## src/rtl/mem_tile_bist_pkg.sv

```systemverilog
// Shared types and the data pattern used by the memory tile BIST manager.
// The pattern function is the single source for both write data and expected read data.
package mem_tile_bist_pkg;

  localparam int unsigned LaneWidth        = 32;
  localparam int unsigned DefaultDataWidth = 512;
  localparam int unsigned DefaultLanes     = DefaultDataWidth / LaneWidth;

  typedef enum logic [2:0] {
    ST_IDLE,
    ST_WRITE,
    ST_WDRAIN,
    ST_READ,
    ST_RDRAIN,
    ST_DONE
  } bist_state_e;

  // Lane k of word idx: seed + idx*lanes + k, wrapping at 32 bits.
  function automatic logic [31:0] bist_lane(input logic [31:0] seed,
                                            input logic [31:0] idx,
                                            input logic [31:0] k,
                                            input logic [31:0] lanes);
    return seed + idx * lanes + k;
  endfunction

endpackage

```

## src/rtl/mem_tile_bist_tracker.sv

```systemverilog
// Outstanding-request counter plus in-order FIFO of {we, word index} per granted request.
// Responses pop the head, so the checker always knows which word a response belongs to.
module mem_tile_bist_tracker #(
  parameter int unsigned MaxOutstanding = 2,
  parameter int unsigned CntWidth       = 16
) (
  input  logic                clk_i,
  input  logic                rst_ni,
  input  logic                push,
  input  logic                push_we,
  input  logic [CntWidth-1:0] push_idx,
  input  logic                rsp_valid,
  output logic                pop,
  output logic                can_issue,
  output logic                head_we,
  output logic [CntWidth-1:0] head_idx,
  output logic                drained
);

  localparam int unsigned OutWidth = $clog2(MaxOutstanding + 1);
  localparam int unsigned PtrWidth = (MaxOutstanding > 1) ? $clog2(MaxOutstanding) : 1;

  typedef struct packed {
    logic                we;
    logic [CntWidth-1:0] idx;
  } entry_t;

  entry_t fifo_mem [MaxOutstanding];

  logic [PtrWidth-1:0] wr_ptr_reg, wr_ptr_next;
  logic [PtrWidth-1:0] rd_ptr_reg, rd_ptr_next;
  logic [OutWidth-1:0] count_reg, count_next;

  // A response with nothing outstanding is a protocol error and is dropped.
  assign pop       = rsp_valid && (count_reg != '0);
  assign can_issue = count_reg < OutWidth'(MaxOutstanding);
  assign drained   = count_next == '0;
  assign head_we   = fifo_mem[rd_ptr_reg].we;
  assign head_idx  = fifo_mem[rd_ptr_reg].idx;

  always_comb begin
    count_next  = count_reg;
    wr_ptr_next = wr_ptr_reg;
    rd_ptr_next = rd_ptr_reg;
    if (push && !pop) begin
      count_next = count_reg + OutWidth'(1);
    end else if (!push && pop) begin
      count_next = count_reg - OutWidth'(1);
    end
    if (push) begin
      wr_ptr_next = (wr_ptr_reg == PtrWidth'(MaxOutstanding - 1)) ? '0 : wr_ptr_reg + PtrWidth'(1);
    end
    if (pop) begin
      rd_ptr_next = (rd_ptr_reg == PtrWidth'(MaxOutstanding - 1)) ? '0 : rd_ptr_reg + PtrWidth'(1);
    end
  end

  always_ff @(posedge clk_i or negedge rst_ni) begin
    if (!rst_ni) begin
      count_reg  <= '0;
      wr_ptr_reg <= '0;
      rd_ptr_reg <= '0;
    end else begin
      count_reg  <= count_next;
      wr_ptr_reg <= wr_ptr_next;
      rd_ptr_reg <= rd_ptr_next;
    end
  end

  always_ff @(posedge clk_i) begin
    if (push) begin
      fifo_mem[wr_ptr_reg] <= '{we: push_we, idx: push_idx};
    end
  end

  always_ff @(posedge clk_i) begin
    if (rst_ni) begin
      assert (!(rsp_valid && count_reg == '0));
    end
  end

endmodule

```

## src/rtl/mem_tile_obi_bist.sv

```systemverilog
// OBI manager that writes a deterministic pattern over an address range, reads it back
// and compares, reporting pass/fail, the mismatch count and the first failing address.
module mem_tile_obi_bist
  import mem_tile_bist_pkg::*;
#(
  parameter int unsigned AddrWidth      = 48,
  parameter int unsigned DataWidth      = 512,
  parameter int unsigned IdWidth        = 4,
  parameter int unsigned MaxOutstanding = 2,
  parameter int unsigned CntWidth       = 16
) (
  input  logic                   clk_i,
  input  logic                   rst_ni,
  input  logic                   start_i,
  input  logic                   abort_i,
  input  logic [AddrWidth-1:0]   base_addr_i,
  input  logic [CntWidth-1:0]    num_words_i,
  input  logic [31:0]            seed_i,
  output logic                   req_o,
  input  logic                   gnt_i,
  output logic [AddrWidth-1:0]   addr_o,
  output logic                   we_o,
  output logic [DataWidth/8-1:0] be_o,
  output logic [DataWidth-1:0]   wdata_o,
  output logic [IdWidth-1:0]     aid_o,
  input  logic                   rvalid_i,
  input  logic [DataWidth-1:0]   rdata_i,
  input  logic                   err_i,
  output logic                   busy_o,
  output logic                   done_o,
  output logic                   pass_o,
  output logic [CntWidth-1:0]    err_cnt_o,
  output logic [AddrWidth-1:0]   fail_addr_o
);

  localparam int unsigned Lanes     = DataWidth / LaneWidth;
  localparam int unsigned WordBytes = DataWidth / 8;

  bist_state_e          state_reg, state_next;
  logic [AddrWidth-1:0] base_reg, base_next;
  logic [CntWidth-1:0]  num_reg, num_next;
  logic [CntWidth-1:0]  idx_reg, idx_next;
  logic [31:0]          seed_reg, seed_next;
  logic [CntWidth-1:0]  err_cnt_reg, err_cnt_next;
  logic [AddrWidth-1:0] fail_addr_reg, fail_addr_next;
  logic                 abort_reg, abort_next;
  logic                 done_reg, done_next;
  logic                 pass_reg, pass_next;

  logic                 fire;
  logic                 last_word;
  logic                 can_issue;
  logic                 rsp_pop;
  logic                 head_we;
  logic [CntWidth-1:0]  head_idx;
  logic                 drained;
  logic                 rsp_fail;
  logic [AddrWidth-1:0] head_addr;
  logic [DataWidth-1:0] wr_pattern;
  logic [DataWidth-1:0] exp_pattern;

  genvar gi;
  generate
    for (gi = 0; gi < Lanes; gi++) begin : g_lane
      assign wr_pattern[gi*LaneWidth +: LaneWidth] =
        bist_lane(seed_reg, 32'(idx_reg), 32'(gi), 32'(Lanes));
      assign exp_pattern[gi*LaneWidth +: LaneWidth] =
        bist_lane(seed_reg, 32'(head_idx), 32'(gi), 32'(Lanes));
    end
  endgenerate

  // req_o is a pure function of registered state, so it drops with the async reset
  // and cannot fall while waiting for a grant (the outstanding count only decreases then).
  assign req_o     = ((state_reg == ST_WRITE) || (state_reg == ST_READ)) && can_issue;
  assign fire      = req_o && gnt_i;
  assign last_word = idx_reg == (num_reg - CntWidth'(1));
  assign we_o      = state_reg == ST_WRITE;
  assign addr_o    = base_reg + AddrWidth'(idx_reg) * AddrWidth'(WordBytes);
  assign wdata_o   = we_o ? wr_pattern : '0;
  assign aid_o     = '0;
  assign busy_o    = (state_reg != ST_IDLE) && (state_reg != ST_DONE);
  // Full-word strobes for the whole run; zero at reset and while idle.
  assign be_o      = busy_o ? '1 : '0;

  assign done_o      = done_reg;
  assign pass_o      = pass_reg;
  assign err_cnt_o   = err_cnt_reg;
  assign fail_addr_o = fail_addr_reg;

  mem_tile_bist_tracker #(
    .MaxOutstanding (MaxOutstanding),
    .CntWidth       (CntWidth)
  ) i_tracker (
    .clk_i     (clk_i),
    .rst_ni    (rst_ni),
    .push      (fire),
    .push_we   (we_o),
    .push_idx  (idx_reg),
    .rsp_valid (rvalid_i),
    .pop       (rsp_pop),
    .can_issue (can_issue),
    .head_we   (head_we),
    .head_idx  (head_idx),
    .drained   (drained)
  );

  assign head_addr = base_reg + AddrWidth'(head_idx) * AddrWidth'(WordBytes);
  assign rsp_fail  = rsp_pop && (err_i || (!head_we && (rdata_i != exp_pattern)));

  always_comb begin
    state_next     = state_reg;
    base_next      = base_reg;
    num_next       = num_reg;
    seed_next      = seed_reg;
    idx_next       = fire ? idx_reg + CntWidth'(1) : idx_reg;
    abort_next     = abort_reg;
    done_next      = done_reg;
    pass_next      = pass_reg;
    err_cnt_next   = err_cnt_reg;
    fail_addr_next = fail_addr_reg;

    if (rsp_fail) begin
      if (err_cnt_reg != {CntWidth{1'b1}}) begin
        err_cnt_next = err_cnt_reg + CntWidth'(1);
      end
      // err_cnt saturates and never returns to zero, so zero marks "no failure yet".
      if (err_cnt_reg == '0) begin
        fail_addr_next = head_addr;
      end
    end

    case (state_reg)
      ST_IDLE, ST_DONE: begin
        if (start_i) begin
          base_next      = base_addr_i;
          num_next       = num_words_i;
          seed_next      = seed_i;
          idx_next       = '0;
          err_cnt_next   = '0;
          fail_addr_next = '0;
          abort_next     = 1'b0;
          done_next      = 1'b0;
          pass_next      = 1'b0;
          if (num_words_i == '0) begin
            state_next = ST_DONE;
            done_next  = 1'b1;
            pass_next  = 1'b1;
          end else begin
            state_next = ST_WRITE;
          end
        end
      end
      ST_WRITE: begin
        if (abort_i) begin
          state_next = ST_RDRAIN;
          abort_next = 1'b1;
        end else if (fire && last_word) begin
          state_next = ST_WDRAIN;
          idx_next   = '0;
        end
      end
      ST_WDRAIN: begin
        if (abort_i) begin
          state_next = ST_RDRAIN;
          abort_next = 1'b1;
        end else if (drained) begin
          state_next = ST_READ;
          idx_next   = '0;
        end
      end
      ST_READ: begin
        if (abort_i) begin
          state_next = ST_RDRAIN;
          abort_next = 1'b1;
        end else if (fire && last_word) begin
          state_next = ST_RDRAIN;
        end
      end
      ST_RDRAIN: begin
        // Leave as the final response lands so its check is folded into pass.
        if (drained) begin
          state_next = ST_DONE;
          done_next  = 1'b1;
          pass_next  = (err_cnt_next == '0) && !abort_reg;
        end
      end
      default: begin
        state_next = ST_IDLE;
      end
    endcase
  end

  always_ff @(posedge clk_i or negedge rst_ni) begin
    if (!rst_ni) begin
      state_reg     <= ST_IDLE;
      base_reg      <= '0;
      num_reg       <= '0;
      seed_reg      <= '0;
      idx_reg       <= '0;
      err_cnt_reg   <= '0;
      fail_addr_reg <= '0;
      abort_reg     <= 1'b0;
      done_reg      <= 1'b0;
      pass_reg      <= 1'b0;
    end else begin
      state_reg     <= state_next;
      base_reg      <= base_next;
      num_reg       <= num_next;
      seed_reg      <= seed_next;
      idx_reg       <= idx_next;
      err_cnt_reg   <= err_cnt_next;
      fail_addr_reg <= fail_addr_next;
      abort_reg     <= abort_next;
      done_reg      <= done_next;
      pass_reg      <= pass_next;
    end
  end

endmodule

```

## config.mk

```make
export PLATFORM = sky130hd
export DESIGN_NAME = mem_tile_obi_bist
export DESIGN_NICKNAME = d
export VERILOG_FILES = /design/src/rtl/mem_tile_bist_pkg.sv /design/src/rtl/mem_tile_bist_tracker.sv /design/src/rtl/mem_tile_obi_bist.sv
export SDC_FILE = /design/constraint.sdc
export NUM_CORES = 2
export LEC_CHECK = 0
export CAP_MARGIN = 20
export CORE_AREA = 2 2 516 518
export CTS_CLUSTER_SIZE = 30
export DETAILED_ROUTE_END_ITERATION = 8
export DIE_AREA = 0 0 518 520
export MAX_ROUTING_LAYER = met4
export PLACE_DENSITY = 0.42
export SLEW_MARGIN = 20
export SYNTH_ARGS = -nofsm -noshare
export SYNTH_HDL_FRONTEND = slang
export SYNTH_SLANG_ARGS = --single-unit
```

## constraint.sdc

```tcl
create_clock -name clk_i -period 19.8 [get_ports clk_i]
set_input_delay 5.94 -clock clk_i [delete_from_list [all_inputs] [get_ports clk_i]]
set_output_delay 5.94 -clock clk_i [all_outputs]
set_load 0.005 [all_outputs]
```

; Word-level counts from Yosys, hierarchy flattened
; Memory sizes are Yosys's and may differ from the RTL's.
; Index checks and enable logic that the tools add are counted.
[totals]
ff_bits = 186
mem_bits_rw = 34
inputBits = 615
out_inout_bits = 697
n_memories = 1
[memory_table]
columns = name, depth, word_bits, read_ports, rd_clocked_by_memory_dff, wr, line
row1 = i_tracker.fifo_mem, 2, 17, 1, 0, 1, mem_tile_bist_tracker.sv:28  ; entry_t fifo_mem [MaxOutstanding];
[classes]
addsub = 41
order_cmp = 1
eq_ne = 15
mux = 42
n_reduce_logical = 31
[ops]
columns = operator, n
row1 = "adder 32 x 4 -> 32 bit, second input constant", 16
row2 = two-way mux 512 bit, 1
row3 = inequality test 512 bit, 1
row4 = "adder 32 x 3 -> 32 bit, second input constant", 8
row5 = two-way mux 48 bit, 4
row6 = two-way mux 16 bit, 10
row7 = "adder 32 x 2 -> 32 bit, second input constant", 4
row8 = adder 48 x 22 -> 48 bit, 2
row9 = "adder 32 x 1 -> 32 bit, second input constant", 2
row10 = adder 32 x 20 -> 32 bit, 2
row11 = two-way mux 64 bit, 1
row12 = zero test 16 bit, 3
row13 = one-hot mux 16 bit (3 select lines), 1
row14 = "adder 16 x 1 -> 16 bit, second input constant", 2
row15 = two-way mux 3 bit, 9
row16 = == test 16 bit, 1
row17 = "inequality test 16 bit, second input constant", 1
row18 = "subtractor 16 x 1 -> 16 bit, second input constant", 1
row19 = one-hot mux 3 bit (5 select lines), 1
row20 = logical AND 1 bit, 10
row21 = two-way mux 1 bit, 10
row22 = "== test 3 x 2 -> 1 bit, second input constant", 2
row23 = "== test 3 bit, second input constant", 2
row24 = "inequality test 3 x 2 -> 1 bit, second input constant", 2
row25 = 21 further kinds, 34

; Logic depth before layout (Yosys ltp)
[depth]
word_depth = 12
depth_mapped = 29
mapped_depth_nobuf = 21

; Modules after synthesis
; A second synthesis with hierarchy kept.
[hier_totals]
hier_cells = 6105
area_unflattened_um2 = 41079.4
[modules_own_cells]
columns = module, instances, cells_each, area_each_um2, seq_area_each_um2
row1 = mem_tile_obi_bist, 1, 6027, 39579.2, 4554.4
row2 = mem_tile_bist_tracker, 1, 78, 1500.2, 1121.1

; Worst setup path after synthesis
; OpenSTA, ideal clock, no wires.
[synth_path]
path_type = reg-to-output
from = reg idx_reg[0]
to = out wdata_o[409]
t_arrival_ps = 5157
setup_slack_ps = 8703
stages_incl_launch_ff = 23
n_path_buf = 3
cell_sequence = dfrtp_1 ha_1 fa_1 a21o_1 a21oi_1 o21bai_1 a21oi_1 o21bai_1 a21oi_1 o21bai_1 a21oi_1 o21bai_1 a21oi_1 xnor2_1 and3_1 nand3_1 or3_1 clkbuf_1 or4_1 clkbuf_1 clkbuf_1 nor3_1 mux2i_1
[synth_via]
elab_chain_len = 3
[synth_rtl]
columns = item, line
row1 = start: declaration, mem_tile_obi_bist.sv:42  ; logic [CntWidth-1:0] idx_reg, idx_next;
row2 = start signal: assignment, mem_tile_obi_bist.sv:210  ; idx_reg <= idx_next;
row3 = adder 32 x 20 -> 32 bit, mem_tile_bist_pkg.sv:23  ; return seed + idx * lanes + k;
row4 = adder 32 x 4 -> 32 bit, mem_tile_bist_pkg.sv:23
row5 = two-way mux 512 bit, mem_tile_obi_bist.sv:79  ; assign wdata_o = we_o ? wr_pattern : '0;
row6 = end: declaration, mem_tile_obi_bist.sv:24  ; output logic [DataWidth-1:0] wdata_o,
; No other way between the ends.

; Final worst setup path
[layout_path]
from = reg idx_reg[0]
to = out wdata_o[91]
[layout_via]
elab_chain_len = 3
[layout_rtl]
columns = item, line
row1 = adder 32 x 20 -> 32 bit, mem_tile_bist_pkg.sv:23
row2 = adder 32 x 2 -> 32 bit, mem_tile_bist_pkg.sv:23
row3 = two-way mux 512 bit, mem_tile_obi_bist.sv:79
; No other way between the ends.

==> flow_summary.ini <==
[die]
die_h_um = 520
rows = 189
die_w_um = 518
initial_core_util = 0.155
core_area_mm2 = 0.264
ios = 1312
die_area_mm2 = 0.269

[clock_network]
root_buffer = clkbuf_16
clkSlewWorstSetupHoldPaths_ps = 60
tritoncts = yes
cts_resized = 0
cts_buffers = 27
holdBufCountCts = 0
cts_sinks = 220
clock_latency_ps = 630
cts-htree-levels = 1
clockBufferDepth = 3
post_cts_buffers = 0

[sta]
finalMaxSlewViolations = 0
max_freq_mhz = 67.7
period_share = 0.746
final-hold-violation-count = 0
setup_ws_ps = 5040
worstMarginPinSlew_ps = 1330
slew_headroom = 0.109
setup_viol = 0
skew_ps = 55.2
post-route-min-period_ps = 14760
tns_ps = 0
rsz0062_at_grt = false

[synthesis]
async_flop_share = 0.845
synth_cell_types = 106
synth-seq-cells = 220
yosysSeqAreaShare = 0.139
ys_warn_count = 0
ys.flop_type = dfrtp_1
synth_cells = 5875
avgSynthCellArea_um2 = 6.95
syn-cell-area_mm2 = 0.0408
synth_edf_count = 34

[layout]
nets = 7668
areaGrowthSynthToFinish_pct = 47.2
final.fill_count = 29600
drive_gt1_frac = 0.0918

[outcome]
outcome = complete, no violations

[worst_setup_path]
critPathRequiredTime_ps = 13860
worstPathCellList = ha_2 > fa_2 > a21o_1 > a21oi_1 > o21bai_1 > a21oi_1 > o21bai_1 > a21oi_1 > o21bai_1 > a21oi_1 > o21bai_1 > a21oi_1 > o2111ai_1 > o211ai_1 > o31ai_2 > nor2_1 > nand2_1 > nor2_1 > mux2i_1 > clkdlybuf4s50_1
timing.rr.start = i_tracker.rd_ptr_reg$_DFFE_PN0P_
critPathLaunchType = flip-flop
critPathSlowestCell = clkdlybuf4s50_1
critical_path_class = reg -> out
cp_max_fo = 14
crit_path_frequent_cell = a21oi_1
worst_ep_arrival_time_ps = 8820
slowest_delay_ps = 960
cp-startpoint = idx_reg[0]$_DFF_PN0_
cp-end-kind = output port

[grt]
track_usage = 0.336
grt_max_degree = 91
overflow = 0
antenna_found_initial = 159
grt_pass1_vias = 53000
grt_pass1_wl_mm = 582

[detailed_routing]
drt_iter0_markers = 7169
dr_wl_met2_mm = 205
wl_mm = 461
avgRoutedWirePerCell_um = 43.4
topRoutingLayerUsed = met4
wl_met3_mm = 39.7
drc_errors = 0
ant_nets = 0
dr.pass1.iters = 6
wl_met1_mm = 180
vias_per_cell = 5.30
vias = 56400

[place]
dp_slack_ps = 5710
gp_congestion = 1.02
portBuffers = 1307
hpwl_mm = 382

[hold_path]
min_path_type = reg -> reg
worstHoldStart = i_tracker.wr_ptr_reg$_DFFE_PN0P_

[power]
ir_drop_mv = 0.185
p_per_area_mw_per_mm2 = 255
p_leak_uw = 0.0195

[flow_run]
drv_cap = 0
[placed cells by master (no fill, tap or decap), types with 106 or more instances in the layout]
master,n
a21oi_1,289
buf_4,286
clkdlybuf4s50_1,1306
dfrtp_1,184
diode_2,107
inv_1,112
mux2i_1,194
nand2_1,461
nand3_1,225
nand4_1,141
nor2_1,752
nor3_1,271
nor4_1,106
o21ai_0,264
or3_1,125
xnor2_1,562
xor2_1,189
[final cells by class]
| type | count | area (um2) | share of cell area |
|---|---|---|---|
| repair buffers | 1597 | 15300 | 0.254 |
| well taps | 3533 | 4420 | 0.0736 |
| clock buffers | 39 | 802 | 0.0133 |
| multi-input cells | 4999 | 33100 | 0.550 |
| diodes | 107 | 268 | 0.00446 |
| flip-flops and latches | 220 | 5680 | 0.0945 |
| inverters | 119 | 448 | 0.00745 |
| clock inverters | 11 | 138 | 0.00229 |
[stage by stage]
stage	power (uW)	std cells	hold WS, ps	cell area (um2)	utilization
floorplan	6630	5878	456	40800	-
global placement	14300	10500	475	58700	0.222
detailed placement	14300	10500	490	58800	0.223
CTS	15000	10500	501	59800	0.227
global route	15500	10600	526	60000	0.227
finish	15300	10600	498	60100	0.228
[worst max-delay path: cells and delay by family (launching register included)]
family                   cells  cell delay [ps]
adder cells (fa/ha/maj)      2              680
multiplexers                 1              270
AO/OA/AOI/OAI               13             3760
AND/OR/NAND/NOR              3             1990
flip-flops                   1              520
buffers and inverters        1              960
[path summary, 6_finish.rpt]
path	endpoint	slack (ps)	cells past startpoint
worst max-delay path	wdata_o[91]	5040	20
worst min-delay path	i_tracker.wr_ptr_reg$_DFFE_PN0P_	500	1
worst max register to register	fail_addr_o[13]$_DFF_PN0_	8310	24
worst min register to register	i_tracker.wr_ptr_reg$_DFFE_PN0P_	500	1
max in group asynchronous	seed_reg[20]$_DFFE_PN0P_	13310	2
min in group asynchronous	fail_addr_o[43]$_DFF_PN0_	5280	1
[cell usage after synthesis (all sizes together), types with 35 or more instances]
cell type	instances	area, um2
or4	39	297
nor3	291	1480
o211ai	50	375
mux2	105	1180
a211oi	79	606
o22ai	68	425
inv	113	424
xor2	197	1730
ha	85	1060
clkbuf	362	1360
or3	128	801
nand2	464	1740
mux2i	194	1940
nand3	226	1130
xnor2	588	5150
buf	178	1120
nor4	128	850
dfrtp	186	4650
a31oi	59	369
and3	72	450
nor2	780	2930
nand4	142	895
a21oi	297	1500
nand2b	45	282
o21ai	283	1420
and2	72	450
o2111ai	35	307
[cells by family (layout without fill, tap and decap cells)]
group,Yosys count,in the layout,synth area share
flip-flops,220,220,0.139
multiplexers,302,302,0.0782
AO/OA/AOI/OAI,1270,1270,0.206
XOR/XNOR,787,787,0.170
AND/OR/NAND/NOR,2547,2547,0.307
other,1,111,0.0000919
buffers and inverters,659,1766,0.0718
adder cells (fa/ha/maj),89,89,0.0280
[power breakdown]
part	internal [uW]	leakage (uW)	total (uW)	switching, uW
registers	626	0.00262	889	263
clock network	310	0.000458	543	233
logic	4180	0.0164	13900	9680
total	5120	0.0195	15300	10200
[layer usage]
layer  vias up  track usage
met1     28400        0.387
met2      3720        0.521
li1      23500            -
met3       789       0.0843
met5         -            -
met4         0        0.211
Note: power is estimated with default switching activity, not from simulation.
